$ cat config.mk
export PLATFORM = sky130hd
export DESIGN_NAME = frame_column_writer
export DESIGN_NICKNAME = d
export VERILOG_FILES = /design/src/rtl/frame_column_writer.sv
export SDC_FILE = /design/constraint.sdc
export NUM_CORES = 1
export LEC_CHECK = 0
export CAP_MARGIN = 0
export CORE_MARGIN = 3
export CORE_UTILIZATION = 25
export CTS_BUF_LIST = sky130_fd_sc_hd__clkbuf_8
export DETAILED_ROUTE_END_ITERATION = 12
export PLACE_DENSITY = 0.49
export SETUP_SLACK_MARGIN = 0.02
export SLEW_MARGIN = 30
export SYNTH_ARGS = -nofsm -noshare
export SYNTH_HDL_FRONTEND = slang
export SYNTH_SLANG_ARGS = --single-unit
$ cat constraint.sdc
create_clock -name CLK -period 5.9 [get_ports CLK]
set_input_delay 0.885 -clock CLK [delete_from_list [all_inputs] [get_ports CLK]]
set_output_delay 0.885 -clock CLK [all_outputs]
set_load 0.01 [all_outputs]
$ cat src/rtl/frame_column_writer.sv
// frame_column_writer
// Writer end of the tile configuration frame interface for one fabric column.
// Accepts a stream of config words (header + NumRows data words per frame),
// loads the data into the FrameData rows and fires a single-cycle one-hot
// FrameStrobe pulse with data held stable one cycle before and after it.
//
// Ports
//   CLK            config clock
//   RST            asynchronous, active-high reset
//   s_valid        stream word valid
//   s_data         stream word (header or row data)
//   s_ready        writer accepts a word this cycle
//   FrameData      row r at [r*FrameBitsPerRow +: FrameBitsPerRow]
//   FrameStrobe    one-hot, single-cycle frame latch pulse
//   busy           state is not IDLE
//   err            sticky protocol error (bad magic / frame index out of range)
//   frames_written number of strobes issued, wraps 0xFFFF -> 0
module frame_column_writer #(
   parameter logic [7:0]  COL_ID          = 8'd0,
   parameter int unsigned NumRows         = 4,
   parameter int unsigned FrameBitsPerRow = 32,
   parameter int unsigned MaxFramesPerCol = 20
) (
   input  logic                                 CLK,
   input  logic                                 RST,
   input  logic                                 s_valid,
   input  logic [FrameBitsPerRow-1:0]           s_data,
   output logic                                 s_ready,
   output logic [NumRows*FrameBitsPerRow-1:0]   FrameData,
   output logic [MaxFramesPerCol-1:0]           FrameStrobe,
   output logic                                 busy,
   output logic                                 err,
   output logic [15:0]                          frames_written
);

   localparam int unsigned RowW = (NumRows > 1) ? $clog2(NumRows) : 1;
   localparam int unsigned IdxW = 5;
   localparam logic [RowW-1:0] LastRow = RowW'(NumRows - 1);

   localparam logic [2:0] IDLE   = 3'd0;
   localparam logic [2:0] LOAD   = 3'd1;
   localparam logic [2:0] SKIP   = 3'd2;
   localparam logic [2:0] SETUP  = 3'd3;
   localparam logic [2:0] STROBE = 3'd4;
   localparam logic [2:0] HOLD   = 3'd5;

   logic [2:0]      state;
   logic [2:0]      nextState;
   logic [RowW-1:0] rowCnt;
   logic [IdxW-1:0] idxQ;
   logic            hdrErr;
   logic            wordAccept;

   // Header field decode
   logic [3:0]      hdrMagic;
   logic [7:0]      hdrCol;
   logic [IdxW-1:0] hdrIdx;
   logic            hdrIdxOk;

   assign hdrMagic   = s_data[31:28];
   assign hdrCol     = s_data[27:20];
   assign hdrIdx     = s_data[19:15];
   assign hdrIdxOk   = 32'(hdrIdx) < MaxFramesPerCol;
   assign wordAccept = s_valid & s_ready;

   // State register
   always_ff @(posedge CLK or posedge RST) begin
      if (RST) state <= IDLE;
      else     state <= nextState;
   end

   // Next-state and header error decode
   always_comb begin
      nextState = state;
      hdrErr    = 1'b0;
      case (state)
         IDLE: begin
            if (wordAccept) begin
               if (hdrMagic != 4'hA) begin
                  hdrErr = 1'b1;
               end else if (hdrCol == COL_ID) begin
                  if (hdrIdxOk) begin
                     nextState = LOAD;
                  end else begin
                     hdrErr    = 1'b1;
                     nextState = SKIP;
                  end
               end else begin
                  nextState = SKIP;
               end
            end
         end
         LOAD:    if (wordAccept && rowCnt == LastRow) nextState = SETUP;
         SKIP:    if (wordAccept && rowCnt == LastRow) nextState = IDLE;
         SETUP:   nextState = STROBE;
         STROBE:  nextState = HOLD;
         HOLD:    nextState = IDLE;
         default: nextState = IDLE;
      endcase
   end

   // Registered control outputs; ready/busy are decoded from the next state so
   // they line up with the state they describe.
   always_ff @(posedge CLK or posedge RST) begin
      if (RST) begin
         s_ready        <= 1'b0;
         busy           <= 1'b0;
         err            <= 1'b0;
         FrameStrobe    <= '0;
         frames_written <= 16'd0;
         rowCnt         <= '0;
         idxQ           <= '0;
      end else begin
         s_ready     <= (nextState == IDLE) || (nextState == LOAD) || (nextState == SKIP);
         busy        <= (nextState != IDLE);
         FrameStrobe <= '0;
         if (nextState == STROBE) begin
            FrameStrobe    <= MaxFramesPerCol'(1) << idxQ;
            frames_written <= frames_written + 16'd1;
         end
         if (hdrErr) err <= 1'b1;
         if (state == IDLE && wordAccept) begin
            rowCnt <= '0;
            idxQ   <= hdrIdx;
         end else if ((state == LOAD || state == SKIP) && wordAccept) begin
            rowCnt <= rowCnt + RowW'(1);
         end
      end
   end

   // Row data registers; only written while loading, so they stay frozen
   // through SETUP/STROBE/HOLD.
   always_ff @(posedge CLK or posedge RST) begin
      if (RST) begin
         FrameData <= '0;
      end else if (state == LOAD && wordAccept) begin
         for (int r = 0; r < NumRows; r++) begin
            if (rowCnt == RowW'(r))
               FrameData[r*FrameBitsPerRow +: FrameBitsPerRow] <= s_data;
         end
      end
   end

endmodule
==> flow_summary.ini, run 1 <==
[drt]
drtIter0Drc = 215
drt-total-wl_mm = 18.2
viasPerCell = 4.27
antenna_left = 0
wl_per_cell_um = 17.4
vias = 4456
drc_errors = 0
drt_first_pass_iters = 4

[clock_tree]
hold_buffers = 0
cts-root-buf = clkbuf_8
cts_setup_buffers = 0
worstSkewPairLatency_ps = 450
cts_made_buffers = 17
ctsHtreeMaxLevel = 4
path_clk_slew_ps = 100
clockBufferDepth = 2
cts_tree = yes
cts_resized = 0
cts.sinks = 177

[worst_setup_path]
slowest_stage = or4b_2
cp.required_ps = 6220
crit_arrival_ps = 3270
critPathKind = primary input to register
critPathBufInv = 2
cp-start-kind = primary input
worstPathCellList = clkdlybuf4s50_1, nand3_2, or4b_2, buf_4, mux2_4
crit_fanout = 19
max_stage_delay_ps = 970
cp-end-kind = register
path_delay_family = simple AND/OR/NAND/NOR gates

[placed_design]
io_buffers = 201
finalWeightedCongestion = 0.753
post-place-ws_ps = 2480
place_area_um2 = 9330
dp_hpwl_mm = 12.5

[cells_and_area]
area_growth_pct = 40.5
n_antenna_cell = 0
nNetsFinal = 699
fin_area_um2 = 9770
drive_gt1_frac = 0.265

[sta]
min_period_over_period = 0.499
fin_ws_ps = 2950
grt_setup_unrepaired = false
finClkSkew_ps = 15.9
worst_pin_slew_ps = 671
final.setup.tns_ps = 0
finalHoldViolations = 0
holdWs_ps = 473
setup_violations = 0
maxSlewViolCount = 0
slew_headroom = 0.553
fin_crit_ps = 2950
fmax_ghz = 0.340

[yosys]
synth_area_per_cell_um2 = 15.3
yosysSeqAreaShare = 0.637
yosys.cell_types.count = 40
synth_cells = 455
synth.ff_latch_count = 177
synth_edf_count = 0
syn_area_um2 = 6960
synth_fp_nets = 495
ys_warn_count = 0
synthArstFlopShare = 1.00
synthFlopType = dfrtp_1

[floorplan]
ios = 202
die_h_um = 173
fp.dieW_um = 173
die_area_um2 = 29900
rows = 60
initial_core_util = 0.256
core_area_um2 = 27200

[global_route]
gr-total-overflow = 0
grt_pass1_wl_mm = 29.0
gr-usage-all-layers = 0.123
antenna_found_initial = 0
grt_pass1_vias = 4910
grt_start_max_net_pins = 95

[power_and_ir_drop]
power.total_mw = 3.35
leakage_nw = 4.59
ir_drop_mv = 0.176
p_per_area_nw_per_um2 = 343

[run_status]
status = finished clean

[flow_run]
max_cap_viol_count = 0

[hold_path]
min_path_type = register to register
[registers in the layout, indices dropped and copies added (netlist names)]
signal,count
idxQ,5
err,1
FrameStrobe,20
frames_written,16
s_ready,1
FrameData,128
rowCnt,2
busy,1
state,3
[kinds of logic (layout without fill, tap and decap cells)]
kind of cell               after synthesis  after routing  share of synthesized area
buffers and inverters                   23            240                     0.0228
xor gates and xnor gates                16             16                     0.0201
and+or+nand+nor                         86             86                     0.0653
muxes                                  134            134                      0.233
DFF                                    177            177                      0.637
adders and majority gates                5              5                    0.00899
AOI/OAI and AO/OA                       14             14                     0.0133
[report_power, final]
group / internal, mW / switching (mW)
registers: 1.41 / 0.158
clock network: 0.398 / 0.498
logic: 0.520 / 0.367
total: 2.33 / 1.02
[cells in the mapped netlist, drive strengths merged, types with 2 or more instances]
cell type | instances | area, um^2
nand2b | 2 | 12.5
inv | 4 | 15.0
nor2 | 23 | 88.8
nor4 | 5 | 31.3
ha | 5 | 62.6
mux2 | 134 | 1620
o211ai | 2 | 15.0
buf | 17 | 136
a21oi | 3 | 15.0
a211oi | 2 | 15.0
nand4 | 3 | 18.8
and3 | 2 | 12.5
clkbuf | 2 | 7.51
nand2 | 21 | 86.3
dfrtp | 177 | 4430
o21ai | 3 | 15.0
nand3 | 7 | 40.0
xnor2 | 10 | 87.6
xor2 | 6 | 52.6
nand4b | 2 | 17.5
nor3 | 12 | 60.1
nand3b | 3 | 35.0
[area by class of cell]
type                            instances  area (um^2)
Inverter                                4         22.5
Clock buffer                           17          234
Clock inverter                         15          196
Sequential cell                       177         4430
Timing Repair Buffer                  204         2030
Multi-Input combinational cell        255         2390
Fill cell                            2642        17400
Tap cell                              372          465
[per-layer routing]
metal | global-route usage | up-vias | share of wire
met1 | 0.152 | 2302 | 0.43
met2 | 0.202 | 137 | 0.48
met4 | 0.0385 | 0 | 0.019
li1 | - | 2001 | -
met3 | 0.0450 | 16 | 0.072
met5 | 0 | - | 0
[final timing paths]
| path | to | startpoint | slack [ps] | depth (start not counted) |
|---|---|---|---|---|
| worst max-delay path | FrameData[122] | s_valid | 2950 | 5 |
| max in group asynchronous | FrameData[10] | RST | 3890 | 3 |
| worst max register to register | FrameData[122] | rowCnt[0] | 3300 | 5 |
| min in group asynchronous | FrameData[40] | RST | 940 | 2 |
| worst min register to register | frames_written[15] | frames_written[15] | 470 | 1 |
| worst min-delay path | frames_written[15] | frames_written[15] | 470 | 1 |
[placed cells by master, fill, tap and decap left out, types with 3 or more instances in the layout]
| cell | instances |
|---|---|
| nor2_1 | 22 |
| ha_1 | 5 |
| o21ai_0 | 3 |
| clkbuf_8 | 17 |
| a21oi_1 | 3 |
| nand4_1 | 3 |
| nand2_1 | 18 |
| inv_1 | 3 |
| nand3_1 | 6 |
| mux2_4 | 29 |
| xor2_1 | 6 |
| clkinv_8 | 3 |
| inv_6 | 5 |
| clkdlybuf4s50_1 | 201 |
| nor4_1 | 5 |
| mux2_2 | 103 |
| xnor2_1 | 10 |
| dfrtp_1 | 177 |
| nor3_1 | 12 |
| buf_4 | 3 |
| nand2_4 | 3 |
[through the flow]
step / util / cells
after floorplan: - / 455
after global routing: 0.360 / 1044
final: 0.360 / 1044
after global placement: 0.343 / 1012
after CTS: 0.359 / 1044
after detailed placement: 0.343 / 1012
Power figures use the tool's default switching activity.
==> run 2: changes to the inputs <==
- PLACE_DENSITY: 0.49 -> 0.48
- clock period: 5.9 -> 3.1 ns (I/O delays scaled with it)
==> run 2 against run 1 <==
  * Critical path depth decreased by 1
  * Combinational power increased by 91%
  * Global-route usage increased by 0.074 points
  * Core utilization increased by 0.43 points
  * Final area increased by 1.2%
  * Cell count increased by 0.77%
  * Sequential power increased by 92%
  * Non-clock buffer count increased by 9
  * Critical path type is now register to register
  * Largest cell class unchanged
  * Largest power group unchanged
==> flow_summary.ini, run 2 (synthesis results as in run 1) <==
[run_status]
status = finished clean

[sta]
worst_pin_slew_ps = 817
fmax_ghz = 0.472
finalHoldViolations = 0
grt_setup_unrepaired = false
fin_ws_ps = 982
final.setup.tns_ps = 0
setup_violations = 0
finClkSkew_ps = 17.0
slew_headroom = 0.454
maxSlewViolCount = 0
min_period_over_period = 0.683
holdWs_ps = 484
fin_crit_ps = 2120

[global_route]
antenna_found_initial = 0
gr-total-overflow = 0
gr-usage-all-layers = 0.124
grt_start_max_net_pins = 39
grt_pass1_wl_mm = 29.2
grt_pass1_vias = 4956

[clock_tree]
cts_setup_buffers = 0
path_clk_slew_ps = 90
cts-root-buf = clkbuf_8
hold_buffers = 0
cts_tree = yes
ctsHtreeMaxLevel = 4
cts_resized = 0
cts_made_buffers = 17
cts.sinks = 177
clockBufferDepth = 2
worstSkewPairLatency_ps = 450

[cells_and_area]
n_antenna_cell = 0
largest_reg_flops = 128
area_growth_pct = 42.1
regMostFlops = FrameData
nNetsFinal = 708
layout_common_cells = clkdlybuf4s50_1, dfrtp_1, mux2_2, mux2_4, nor2_1
final_common_cell = clkdlybuf4s50_1
reg_top3 = FrameData (128), FrameStrobe (20), frames_written (16)
drive_gt1_frac = 0.271

[flow_run]
max_cap_viol_count = 0

[placed_design]
finalWeightedCongestion = 0.760
dp_hpwl_mm = 13.2
io_buffers = 201
post-place-ws_ps = 598

[power_and_ir_drop]
ir_drop_mv = 0.284
leakage_nw = 4.63
switchingPower_mw = 1.89
switching_share = 0.292
clock_power_share = 0.275
p_comb_frac = 0.261
p_per_area_nw_per_um2 = 655
seqPwrFrac = 0.464
intPower_mw = 4.58

[worst_setup_path]
crit_arrival_ps = 2450
cp-start-kind = register
cp-end-kind = register
crit_fanout = 33
critPathKind = register to register
rr_worst_depth = 4
cp.required_ps = 3430

[drt]
drtIter0Drc = 130
drc_errors = 0
wl_per_cell_um = 17.3
drt_first_pass_iters = 4
vias = 4412
drt-total-wl_mm = 18.2
antenna_left = 0
viasPerCell = 4.19

[hold_path]
min_path_type = register to register
hold_path_depth = 1

[floorplan]
initial_core_util = 0.256
rows = 60
ios = 202
fp.dieW_um = 173
die_area_um2 = 29900
die_h_um = 173
core_area_um2 = 27200
## run 2: final timing paths
path / startpoint / endpoint / slack [ps]
max: rowCnt[0] / FrameData[105] / 980
min: frames_written[15] / frames_written[15] / 480
max reg2reg: rowCnt[0] / FrameData[105] / 980
min reg2reg: frames_written[15] / frames_written[15] / 480
max in group asynchronous: RST / FrameData[60] / 1840
min in group asynchronous: RST / FrameData[120] / 510
## run 2: critical path: stages (launching register included)
cell and delay (ps):
dfrtp_1 460, ha_1 200, nand3_2 100, or4b_4 830, mux2_4 410
## run 2: layout make-up
cell class                 instances  area (um^2)
multi-input combinational        255         2370
fill                            2662        17300
sequential                       177         4430
timing repair buffer             213         2160
clock buffer                      17          234
tap                              372          465
inverter                           4         18.8
clock inverter                    14          204
## run 2: power by group through the flow
stage               sequential [mW]  clock (mW)  combinational, mW
floorplan                      3.08           0              0.740
global placement               3.03           0               1.69
detailed placement             3.05           0               1.72
CTS                            3.01        1.85               1.73
global route                   3.07        1.94               1.83
finish                         3.01        1.78               1.69
## run 2: stage by stage
stage	instance area [um^2]	instances	total power, mW	util
after floorplan	6960	455	3.82	-
after global placement	9450	1021	4.73	0.348
after detailed placement	9450	1021	4.77	0.348
after CTS	9890	1052	6.59	0.364
after global routing	9890	1052	6.84	0.364
final	9890	1052	6.47	0.364
## run 2: routing by layer
layer  wire length, um  up-vias  GRT usage
li1                  -     2018          -
met1              7690     2255      0.146
met2              9140      123      0.215
met3              1190       16     0.0428
met4               227        0     0.0355
met5                 0        -          0
==> run 3: changes to the inputs <==
- PLACE_DENSITY: 0.48 -> 0.49
- clock period: 3.1 -> 1.8 ns (I/O delays scaled with it)
==> run 3 against run 2 <==
  * Fmax rose by 20%
  * Cell count rose by 5.1%
  * Die area did not move
  * Global-route usage rose by 0.45 points
  * Worst hold slack got worse by 380 ps
  * Final area rose by 5.0%
  * Routed wire length rose by 5.6%
==> flow_summary.ini, run 3 (synthesis results as in run 1) <==
[worst_setup_path]
endpoint = FrameData[103]
cp.required_ps = 2130
crit_fanout = 14
crit_arrival_ps = 2100
reg2reg_slack_ps = 30
r2r_start = rowCnt[0]
cp-end-kind = register
cp-start-kind = register
critPathKind = register to register
reg2reg_to = FrameData[103]
rr_worst_depth = 5
startpoint = rowCnt[0]

[clock_tree]
cts-root-buf = clkbuf_8
path_clk_slew_ps = 100
clockBufferDepth = 2
ctsHtreeMaxLevel = 4
worstSkewPairLatency_ps = 450
cts.sinks = 177
cts_tree = yes
cts_made_buffers = 17

[cells_and_area]
n_antenna_cell = 0
final_cells = 1106
final_common_cell = clkdlybuf4s50_1
layout_common_cells = clkdlybuf4s50_1, dfrtp_1, mux2_2, buf_4, mux2_4
nNetsFinal = 761
drive_gt1_frac = 0.334
regMostFlops = FrameData
reg_top3 = FrameData (128), FrameStrobe (20), frames_written (16)
largest_reg_flops = 128
area_growth_pct = 49.3

[global_route]
grt_pass1_vias = 5068
gr-usage-all-layers = 0.129
grt_pass1_wl_mm = 30.2
grt_start_max_net_pins = 67
antenna_found_initial = 0
gr-total-overflow = 0

[run_status]
status = finished clean

[drt]
wl_per_cell_um = 17.4
antenna_left = 0
viasPerCell = 4.21
drtIter0Drc = 248
drc_errors = 0
vias = 4655
drt-total-wl_mm = 19.3
drt_first_pass_iters = 4

[sta]
maxSlewViolCount = 0
fmax_ghz = 0.566
holdWs_ps = 101
fin_ws_ps = 34.2
min_period_over_period = 0.981
finalHoldViolations = 0
setup_violations = 0
grt_setup_unrepaired = true
final.setup.tns_ps = 0
slew_headroom = 0.714
worst_pin_slew_ps = 423
finClkSkew_ps = 11.5
fin_crit_ps = 1770

[floorplan]
initial_core_util = 0.256
die_area_um2 = 29900
die_h_um = 173
ios = 202
rows = 60
fp.dieW_um = 173
core_area_um2 = 27200

[placed_design]
dpl.cell_count = 1056
post-place-ws_ps = -468
dp_hpwl_mm = 13.6
io_buffers = 201
finalWeightedCongestion = 0.785

[power_and_ir_drop]
p_per_area_nw_per_um2 = 1080
ir_drop_mv = 0.503
leakage_nw = 4.97
power.total_mw = 11.2

[hold_path]
min_path_type = primary input to asynchronous set/reset pin

[flow_run]
max_cap_viol_count = 0
-- run 3: cell count changes in the layout (fill, tap and decap cells not counted), sizes merged --
cell,delta
bufinv,-4
buf,+51
dlymetal6s2s,+1
inv,+3
clkdlybuf4s50,-3
clkinvlp,-1
dlygate4sd2,+2
clkbuf,+3
clkinv,+2
-- run 3: through the flow --
step / utilization / instance area, um^2
after floorplan: - / 6960
after global placement: 0.359 / 9760
after detailed placement: 0.359 / 9760
after CTS: 0.375 / 10200
after global routing: 0.382 / 10400
final: 0.382 / 10400
-- run 3: what timing repair did --
| action | in CTS | in global routing |
|---|---|---|
| pin swaps | 0 | 2 |
| hold buffers | 0 | 0 |
| gates cloned | 0 | 2 |
| setup endpoints to repair | 39 | 135 |
| setup buffers | 2 | 14 |
| gates resized for setup | 9 | 12 |
-- run 3: how the worst min path moves through the flow --
stage	endpoint	slack [ps]
6_report	FrameData[117]	100
5_1_grt	FrameData[117]	80
4_1_cts	FrameData[117]	70
3_5_place_dp	err	460
3_3_place_gp	err	460
2_1_floorplan	FrameData[94]	400
-- run 3: layout make-up --
| class | count | area [um^2] |
|---|---|---|
| Timing Repair Buffer | 266 | 2680 |
| Multi-Input combinational cell | 255 | 2400 |
| Tap cell | 372 | 465 |
| Clock buffer | 18 | 248 |
| Sequential cell | 177 | 4430 |
| Fill cell | 2634 | 16800 |
| Inverter | 4 | 18.8 |
| Clock inverter | 14 | 143 |
-- run 3: where the power goes --
group          leakage [nW]  internal (mW)  switching (mW)
sequential             2.44           4.63           0.401
clock                 0.203           1.07            1.65
combinational          2.33           1.99            1.45
-- run 3: routing by layer --
layer | routed length (um) | vias up | share of wire | track usage
met3 | 1350 | 12 | 0.070 | 0.0441
met2 | 9280 | 142 | 0.48 | 0.214
li1 | - | 2133 | - | -
met5 | 0 | - | 0 | 0
met1 | 8460 | 2368 | 0.44 | 0.160
met4 | 177 | 0 | 0.0092 | 0.0355
-- run 3: critical path, stage by stage, from the launching register on --
cell and delay (ps):
dfrtp_1 370, ha_2 180, nand3_2 60, or4b_4 540, buf_12 190, mux2_4 300
